--- config.mk ---
export PLATFORM = sky130hd
export DESIGN_NAME = cache_ctrl_refill
export DESIGN_NICKNAME = d
export VERILOG_FILES = /design/src/rtl/cache_ctrl_refill.sv
export SDC_FILE = /design/constraint.sdc
export NUM_CORES = 1
export LEC_CHECK = 0
export BUFFER_PORTS_ARGS = -buffer_cell sky130_fd_sc_hd__buf_4
export CAP_MARGIN = 20
export CORE_MARGIN = 4
export CORE_UTILIZATION = 35
export CTS_CLUSTER_DIAMETER = 50
export DETAILED_ROUTE_END_ITERATION = 10
export GPL_TIMING_DRIVEN = 0
export PLACE_DENSITY = 0.77
export SLEW_MARGIN = 20
export SYNTH_ARGS = -nofsm -noshare
export SYNTH_HDL_FRONTEND = slang
export SYNTH_SLANG_ARGS = --single-unit
--- constraint.sdc ---
create_clock -name clk -period 1.5 [get_ports clk]
set_clock_uncertainty 0.05 [all_clocks]
set_input_delay 0.15 -clock clk [delete_from_list [all_inputs] [get_ports clk]]
set_output_delay 0.15 -clock clk [all_outputs]
set_load 0.02 [all_outputs]
--- src/rtl/cache_ctrl_refill.sv ---
// Cache line refill controller: fetches a missed line critical-word-first and writes data + tag SRAMs.
// Latency: miss accepted at T, mem request at T+1, beats from T+2, tag write after last beat, done/err one cycle later.
// Backpressure: miss_rdy_o low outside IDLE; request held until mem_req_rdy_i; beats consumed only when mem_rsp_vld_i.
module cache_ctrl_refill #(
  parameter int ADDR_WIDTH          = 32,
  parameter int CLINE_SIZE_WORD     = 4,
  parameter int CLINE_ADDR_WIDTH    = 7,
  parameter int CLINE_WORD_WIDTH    = 32,
  parameter int TAG_SRAM_DATA_WIDTH = 32,
  parameter int NUM_WAYS            = 4
) (
  input  logic                                                   clk,
  input  logic                                                   reset,
  // miss request from the pipeline output stage
  input  logic                                                   miss_vld_i,
  output logic                                                   miss_rdy_o,
  input  logic [ADDR_WIDTH-1:0]                                  miss_addr_i,
  // line read request to memory
  output logic                                                   mem_req_vld_o,
  input  logic                                                   mem_req_rdy_i,
  output logic [ADDR_WIDTH-1:0]                                  mem_req_addr_o,
  // response beats
  input  logic                                                   mem_rsp_vld_i,
  output logic                                                   mem_rsp_rdy_o,
  input  logic [CLINE_WORD_WIDTH-1:0]                            mem_rsp_data_i,
  input  logic                                                   mem_rsp_err_i,
  // data SRAM write port
  output logic [NUM_WAYS-1:0]                                    data_web_o,
  output logic [CLINE_ADDR_WIDTH+$clog2(CLINE_SIZE_WORD)-1:0]    data_addr_o,
  output logic [CLINE_WORD_WIDTH-1:0]                            data_wdat_o,
  // tag SRAM write port
  output logic [NUM_WAYS-1:0]                                    tag_web_o,
  output logic [CLINE_ADDR_WIDTH-1:0]                            tag_addr_o,
  output logic [TAG_SRAM_DATA_WIDTH-1:0]                         tag_wdat_o,
  // status
  output logic                                                   pipe_stall_o,
  output logic                                                   done_o,
  output logic                                                   err_o
);

  localparam int OFS  = $clog2(CLINE_SIZE_WORD);
  localparam int CAW  = CLINE_ADDR_WIDTH + OFS;
  localparam int TW   = ADDR_WIDTH - CAW;
  localparam int WAYW = (NUM_WAYS > 1) ? $clog2(NUM_WAYS) : 1;

  typedef enum logic [2:0] {
    S_IDLE = 3'd0,
    S_REQ  = 3'd1,
    S_FILL = 3'd2,
    S_TAG  = 3'd3,
    S_DONE = 3'd4
  } state_t;

  state_t                state_q, state_d;
  logic [ADDR_WIDTH-1:0] addr_q,  addr_d;   // missed word address, kept for the whole refill
  logic [WAYW-1:0]       way_q,   way_d;    // victim way chosen for this refill
  logic [WAYW-1:0]       vptr_q,  vptr_d;   // round-robin victim pointer
  logic [OFS-1:0]        cnt_q,   cnt_d;    // accepted beat count
  logic                  err_q,   err_d;    // a beat of this refill reported an error

  logic [CLINE_ADDR_WIDTH-1:0]    line_idx;
  logic [OFS-1:0]                 beat_ofs;
  logic [NUM_WAYS-1:0]            way_wen_n;
  logic [TAG_SRAM_DATA_WIDTH-1:0] tag_word;
  logic                           last_beat;

  assign line_idx  = addr_q[CAW-1:OFS];
  // Critical word first: offset wraps naturally in OFS bits.
  assign beat_ofs  = addr_q[OFS-1:0] + cnt_q;
  assign last_beat = (cnt_q == OFS'(CLINE_SIZE_WORD - 1));

  // Active-low write-enable mask selecting only the victim way.
  always_comb begin
    way_wen_n         = '1;
    way_wen_n[way_q]  = 1'b0;
  end

  // Tag word: valid flag in the MSB, address tag in the low bits, zero elsewhere.
  always_comb begin
    tag_word                          = '0;
    tag_word[TAG_SRAM_DATA_WIDTH-1]   = ~err_q;
    tag_word[TW-1:0]                  = addr_q[ADDR_WIDTH-1:CAW];
  end

  // Next-state and output decode; every output idles at its reset value.
  always_comb begin
    state_d        = state_q;
    addr_d         = addr_q;
    way_d          = way_q;
    vptr_d         = vptr_q;
    cnt_d          = cnt_q;
    err_d          = err_q;

    miss_rdy_o     = 1'b0;
    mem_req_vld_o  = 1'b0;
    mem_req_addr_o = addr_q;
    mem_rsp_rdy_o  = 1'b0;
    data_web_o     = '1;
    data_addr_o    = {line_idx, beat_ofs};
    data_wdat_o    = mem_rsp_data_i;
    tag_web_o      = '1;
    tag_addr_o     = line_idx;
    tag_wdat_o     = tag_word;
    pipe_stall_o   = 1'b1;
    done_o         = 1'b0;
    err_o          = 1'b0;

    case (state_q)
      S_IDLE: begin
        miss_rdy_o   = 1'b1;
        pipe_stall_o = 1'b0;
        if (miss_vld_i) begin
          addr_d  = miss_addr_i;
          way_d   = vptr_q;
          cnt_d   = '0;
          err_d   = 1'b0;
          state_d = S_REQ;
        end
      end

      S_REQ: begin
        mem_req_vld_o = 1'b1;
        if (mem_req_rdy_i) begin
          state_d = S_FILL;
        end
      end

      S_FILL: begin
        mem_rsp_rdy_o = 1'b1;
        if (mem_rsp_vld_i) begin
          if (mem_rsp_err_i) begin
            // Faulty beat is dropped and the line is closed out as invalid.
            err_d   = 1'b1;
            state_d = S_TAG;
          end else begin
            data_web_o = way_wen_n;
            cnt_d      = cnt_q + OFS'(1);
            if (last_beat) begin
              state_d = S_TAG;
            end
          end
        end
      end

      S_TAG: begin
        tag_web_o = way_wen_n;
        state_d   = S_DONE;
      end

      S_DONE: begin
        done_o  = ~err_q;
        err_o   = err_q;
        vptr_d  = (vptr_q == WAYW'(NUM_WAYS - 1)) ? '0 : vptr_q + WAYW'(1);
        state_d = S_IDLE;
      end

      default: begin
        state_d = S_IDLE;
      end
    endcase
  end

  // State and datapath registers with synchronous active-low reset.
  always_ff @(posedge clk) begin
    if (!reset) begin
      state_q <= S_IDLE;
      addr_q  <= '0;
      way_q   <= '0;
      vptr_q  <= '0;
      cnt_q   <= '0;
      err_q   <= 1'b0;
    end else begin
      state_q <= state_d;
      addr_q  <= addr_d;
      way_q   <= way_d;
      vptr_q  <= vptr_d;
      cnt_q   <= cnt_d;
      err_q   <= err_d;
    end
  end

  // Request must stay put while memory is not ready.
  a_req_stable: assert property (@(posedge clk) disable iff (!reset)
    (mem_req_vld_o && !mem_req_rdy_i) |=> (mem_req_vld_o && $stable(mem_req_addr_o)));

  // At most one way written per cycle, and never data and tag together.
  a_one_way: assert property (@(posedge clk) disable iff (!reset)
    $onehot0(~data_web_o) && $onehot0(~tag_web_o) && !((~data_web_o != '0) && (~tag_web_o != '0)));

  // Completion and abort are mutually exclusive.
  a_done_err: assert property (@(posedge clk) disable iff (!reset) !(done_o && err_o));

endmodule

Word-level counts from Yosys, hierarchy flattened
Cells that the tools add are included.
{"block": "totals", "out_inout_bits": 126, "reg_bits": 42}
{"block": "op_classes", "n_reduce_logical": 7, "bitwise": 2, "n_lt_le_gt_ge": 2, "eq_ne": 12, "muxes": 27, "n_addsub": 3}
{"op": "4-bit two-way mux", "count": 4}
{"op": "3-bit two-way mux", "count": 5}
{"op": "3-bit case mux with 4 select lines", "count": 1}
{"op": "4-bit AND reduction", "count": 3}
{"op": "1-bit two-way mux", "count": 10}
{"op": "2-bit inequality test (second input constant)", "count": 5}
{"op": "2-bit two-way mux", "count": 4}
{"op": "3-bit by 2-bit equality test with 1-bit output (second input constant)", "count": 2}
{"op": "2-bit by 1-bit adder with 2-bit output (second input constant)", "count": 2}
{"op": "2-bit equality test (second input constant)", "count": 2}
{"op": "4-bit inverter", "count": 1}
{"op": "2-bit case mux with 2 select lines", "count": 1}
{"op": "3-bit by 1-bit equality test with 1-bit output (second input constant)", "count": 1}
{"op": "3-bit equality test (second input constant)", "count": 1}
{"op": "3-bit zero test", "count": 1}
{"op": "2-bit by 3-bit less-than comparator with 1-bit output (second input constant)", "count": 1}
{"op": "3-bit inequality test (second input constant)", "count": 1}
{"op": "2-bit adder", "count": 1}
{"op": "1-bit demux with 2-bit select", "count": 1}
{"op": "2-bit by 1-bit greater-or-equal comparator with 1-bit output (second input constant)", "count": 1}
{"op": "1-bit case mux with 2 select lines", "count": 1}
{"op": "2-bit AND reduction", "count": 1}
{"op": "2-bit nonzero test", "count": 1}
{"op": "1-bit logical AND", "count": 1}
{"op": "1-bit inverter", "count": 1}

Longest topological paths before layout
{"block": "depth", "word_depth": 8, "ltp_mapped": 6}

Worst setup path after synthesis
Ideal clock, no wire load.
{"block": "synth_path", "kind": "register to register", "startpoint": "reg state_q[2]", "endpoint": "reg addr_q[0], in the netlist mem_req_addr_o[0]", "arrival_time_ns": 1.315, "required_time_ns": 1.318, "setup_ns": 0.132, "stages_incl_launch_ff": 7, "path_buffers": 3, "slack_ns": 0.003, "path_cell_list": "dfxtp_1 -> buf_6 -> or4b_4 -> buf_6 -> buf_8 -> nand2_1 -> a21oi_1"}
{"block": "synth_between", "elab_chain_len": 2}
{"element": "from (decl)", "line_no": "54", "text": "state_t state_q, state_d;"}
{"element": "from (signal assigned)", "line_no": "173", "text": "state_q <= state_d;"}
{"element": "3-bit zero test", "line_no": "108", "text": "case (state_q)"}
{"element": "2-bit AND reduction (no source line)"}
{"element": "to (signal assigned)", "line_no": "174", "text": "addr_q <= addr_d;"}
{"element": "to (decl)", "line_no": "55", "text": "logic [ADDR_WIDTH-1:0] addr_q, addr_d;"}
Every way passes these cells.
A chain may end at the register's enable or synchronous reset.

Final worst setup path
{"block": "layout_path", "startpoint": "reg state_q[1]", "endpoint": "reg addr_q[3], in the netlist mem_req_addr_o[3]"}
Same word-level chain as after synthesis.

==> impl_metrics.yaml <==
logic_synthesis:
  yosysUniqueCellTypes: 33
  yosys_register_bits: 42
  yosys_warnings: 0
  netlist_instances: 294
  ys_seq_area_frac: 0.360
  synthesis.area_um2: 2330
  syn_area_per_cell_um2: 7.94
critical_path:
  critPathTopFamily: "simple AND/OR/NAND/NOR gates"
  crit_required_ns: 1.60
  slowest_stage: "or4b_4"
  critPathLaunchType: "register"
  cp_cell_sequence: "or4b_4 > buf_12 > clkbuf_16 > nand2_1 > a21oi_1"
  crit_type: "register to register"
  critPathMaxStageDelay_ns: 0.58
  cp_num_buf_inv: 2
  cp_max_fo: 6
  crit_path_end_kind: "register"
  r2r_slack_ns: -0.09
  cp.arrival_ns: 1.69
route:
  routedWlPerCell_um: 14.0
  drt_iter0_markers: 57
  drt_first_pass_iters: 4
  drc_errors: 0
  vias: 2497
  routed_wirelength_mm: 7.92
  vias_per_cell: 4.43
  antenna_left: 0
timing:
  setup_viol: 44
  worstMarginPinSlew_ns: 0.707
  rsz0062_at_grt: "yes"
  final.setup.tns_ns: -2.46
  period_share: 1.06
  fin_ws_ns: -0.0863
  slew_viol_final: 0
  slew_headroom: 0.529
  fmax_ghz: 0.630
  fin_crit_ns: 1.59
  hold_viol: 0
global_routing:
  first_global_vias: 2415
  grt_max_degree: 14
  grt_pass1_wl_mm: 11.0
  grt_usage: 0.174
  antenna_found_initial: 0
  grt-ovfl-total: 0
die:
  die_area_um2: 8040
  start_util: 0.364
  die_w_um: 89.7
  num_rows: 29
  io_pins: 196
  coreArea_um2: 6420
  dieHeight_um: 89.7
placement:
  place_inst: 533
  gp_congestion: 0.863
  dpl.hpwl_mm: 5.52
  portBuffers: 155
clock_network:
  root_buffer: "clkbuf_8"
  cts_buffer_depth: 2
  cts_tree: "done"
  clk_pin_slew_ns: 0.08
  cts_max_level: 2
  cts_buffers: 5
  cts_sinks: 42
  ctsHoldBuffers: 0
  clkLatencyLatePin_ns: 0.29
power_and_ir_drop:
  p_leak_nw: 2.24
  irDropWorstVdd_v: 0.000403
  power_mw: 3.40
  power_density_nw_per_um2: 768
finish:
  areaGrowthSynthToFinish_pct: 89.7
  layout-drive-gt1-share: 0.708
  post-route-util: 0.689
  layout_commonest_cell: "buf_4"
  register_area_um2: 856
  fin_nets: 559
  antenna_cells: 0
  final_cell_mix: "buf_4 (234), nand2_1 (50), dfxtp_1 (36)"
  fill_cells: 514
  fin_cells: 564
  multi_input_area_um2: 1160
job:
  max-cap-violations: 0
worst_hold_path:
  hp-class: "primary input to register"
run_status:
  outcome: "finished with violations"
  violations: "negative setup slack"
[worst paths after layout]
kind	from	to	cells after the start
worst max-delay path	state_q[1]	mem_req_addr_o[3]	5
worst min-delay path	miss_addr_i[10]	mem_req_addr_o[10]	3
worst max register to register	state_q[1]	mem_req_addr_o[3]	5
worst min register to register	mem_req_addr_o[9]	mem_req_addr_o[9]	2
[metrics by stage]
| step | instance area, µm² | hold slack (ns) | setup WS [ns] |
|---|---|---|---|
| 6_report | 4430 | 0.0519 | -0.0863 |
| 5_1_grt | 4430 | 0.0401 | -0.128 |
| 4_1_cts | 4210 | 0.0365 | -0.0590 |
| 3_5_place_dp | 3620 | 0.355 | -0.159 |
| 3_3_place_gp | 3620 | 0.347 | -0.160 |
| 2_1_floorplan | 2360 | 0.222 | 0.00312 |
[cells in the mapped netlist]
cell type	n	area [µm²]
and3b_1	1	8.76
conb_1	1	3.75
a41oi_1	1	8.76
nand3b_1	2	15.0
nand2b_1	1	6.26
ha_1	3	37.5
buf_2	3	15.0
nor2_1	6	22.5
nor2b_1	2	12.5
inv_1	5	18.8
nand2_1	76	285
buf_4	78	586
nor3_1	3	15.0
xnor2_1	2	17.5
o32ai_1	1	8.76
buf_8	3	45.0
or4b_4	1	13.8
buf_6	2	22.5
nand2_2	1	6.26
or3_2	1	7.51
o211ai_1	2	15.0
nand3_1	2	10.0
a31oi_1	2	12.5
nor4b_4	1	23.8
mux2i_1	2	20.0
dfxtp_1	42	841
a21oi_1	36	180
clkbuf_1	5	18.8
nor3b_1	2	15.0
or3_1	1	6.26
or2_2	1	6.26
and2_1	4	25.0
o21ai_0	1	5.00
[power by group]
part	internal, mW	switching (mW)
Clock	0.329	0.400
Sequential	1.18	0.0845
Combinational	0.739	0.667
Total	2.25	1.15
[worst reg2reg max path: stages (launching register included)]
cell and delay (ns):
dfxtp_4 0.37, or4b_4 0.58, buf_12 0.18, clkbuf_16 0.15, nand2_1 0.06, a21oi_1 0.06
[state kept, by name, indices dropped and copies added, names as in the netlist]
register,flops
mem_req_addr_o,32
state_q,3
cnt_q,2
vptr_q,2
way_q,2
err_q,1
[routing by layer]
layer / GRT usage / vias up / routed length, µm
li1: - / 1241 / -
met4: 0.0609 / 0 / 95
met1: 0.195 / 1102 / 2890
met3: 0.0529 / 10 / 840
met5: 0 / - / 0
met2: 0.313 / 144 / 4090
[kinds of logic after synthesis]
group | after synthesis | share of synthesized area
adders and majority gates | 3 | 0.0161
xor gates and xnor gates | 2 | 0.00750
AOI/OAI and AO/OA | 43 | 0.0986
other | 1 | 0.00161
and+or+nand+nor | 105 | 0.205
muxes | 2 | 0.00857
DFF | 42 | 0.360
buffers and inverters | 96 | 0.302
[area by class of cell]
type | instances | share of cell area
Buffer | 89 | 0.159
Timing Repair Buffer | 180 | 0.338
Tap cell | 77 | 0.0218
Clock inverter | 2 | 0.00311
Inverter | 5 | 0.00480
Clock buffer | 6 | 0.0164
Multi-Input combinational cell | 163 | 0.263
Sequential cell | 42 | 0.193
[timing repair]
item                       in CTS  in global routing
gates resized for setup        93                 40
pin swaps                      47                 22
hold endpoints to repair        0                  0
setup endpoints to repair      48                 51
buffers inserted               18                  3
cloned                          2                  2
Power figures use the tool's default switching activity.
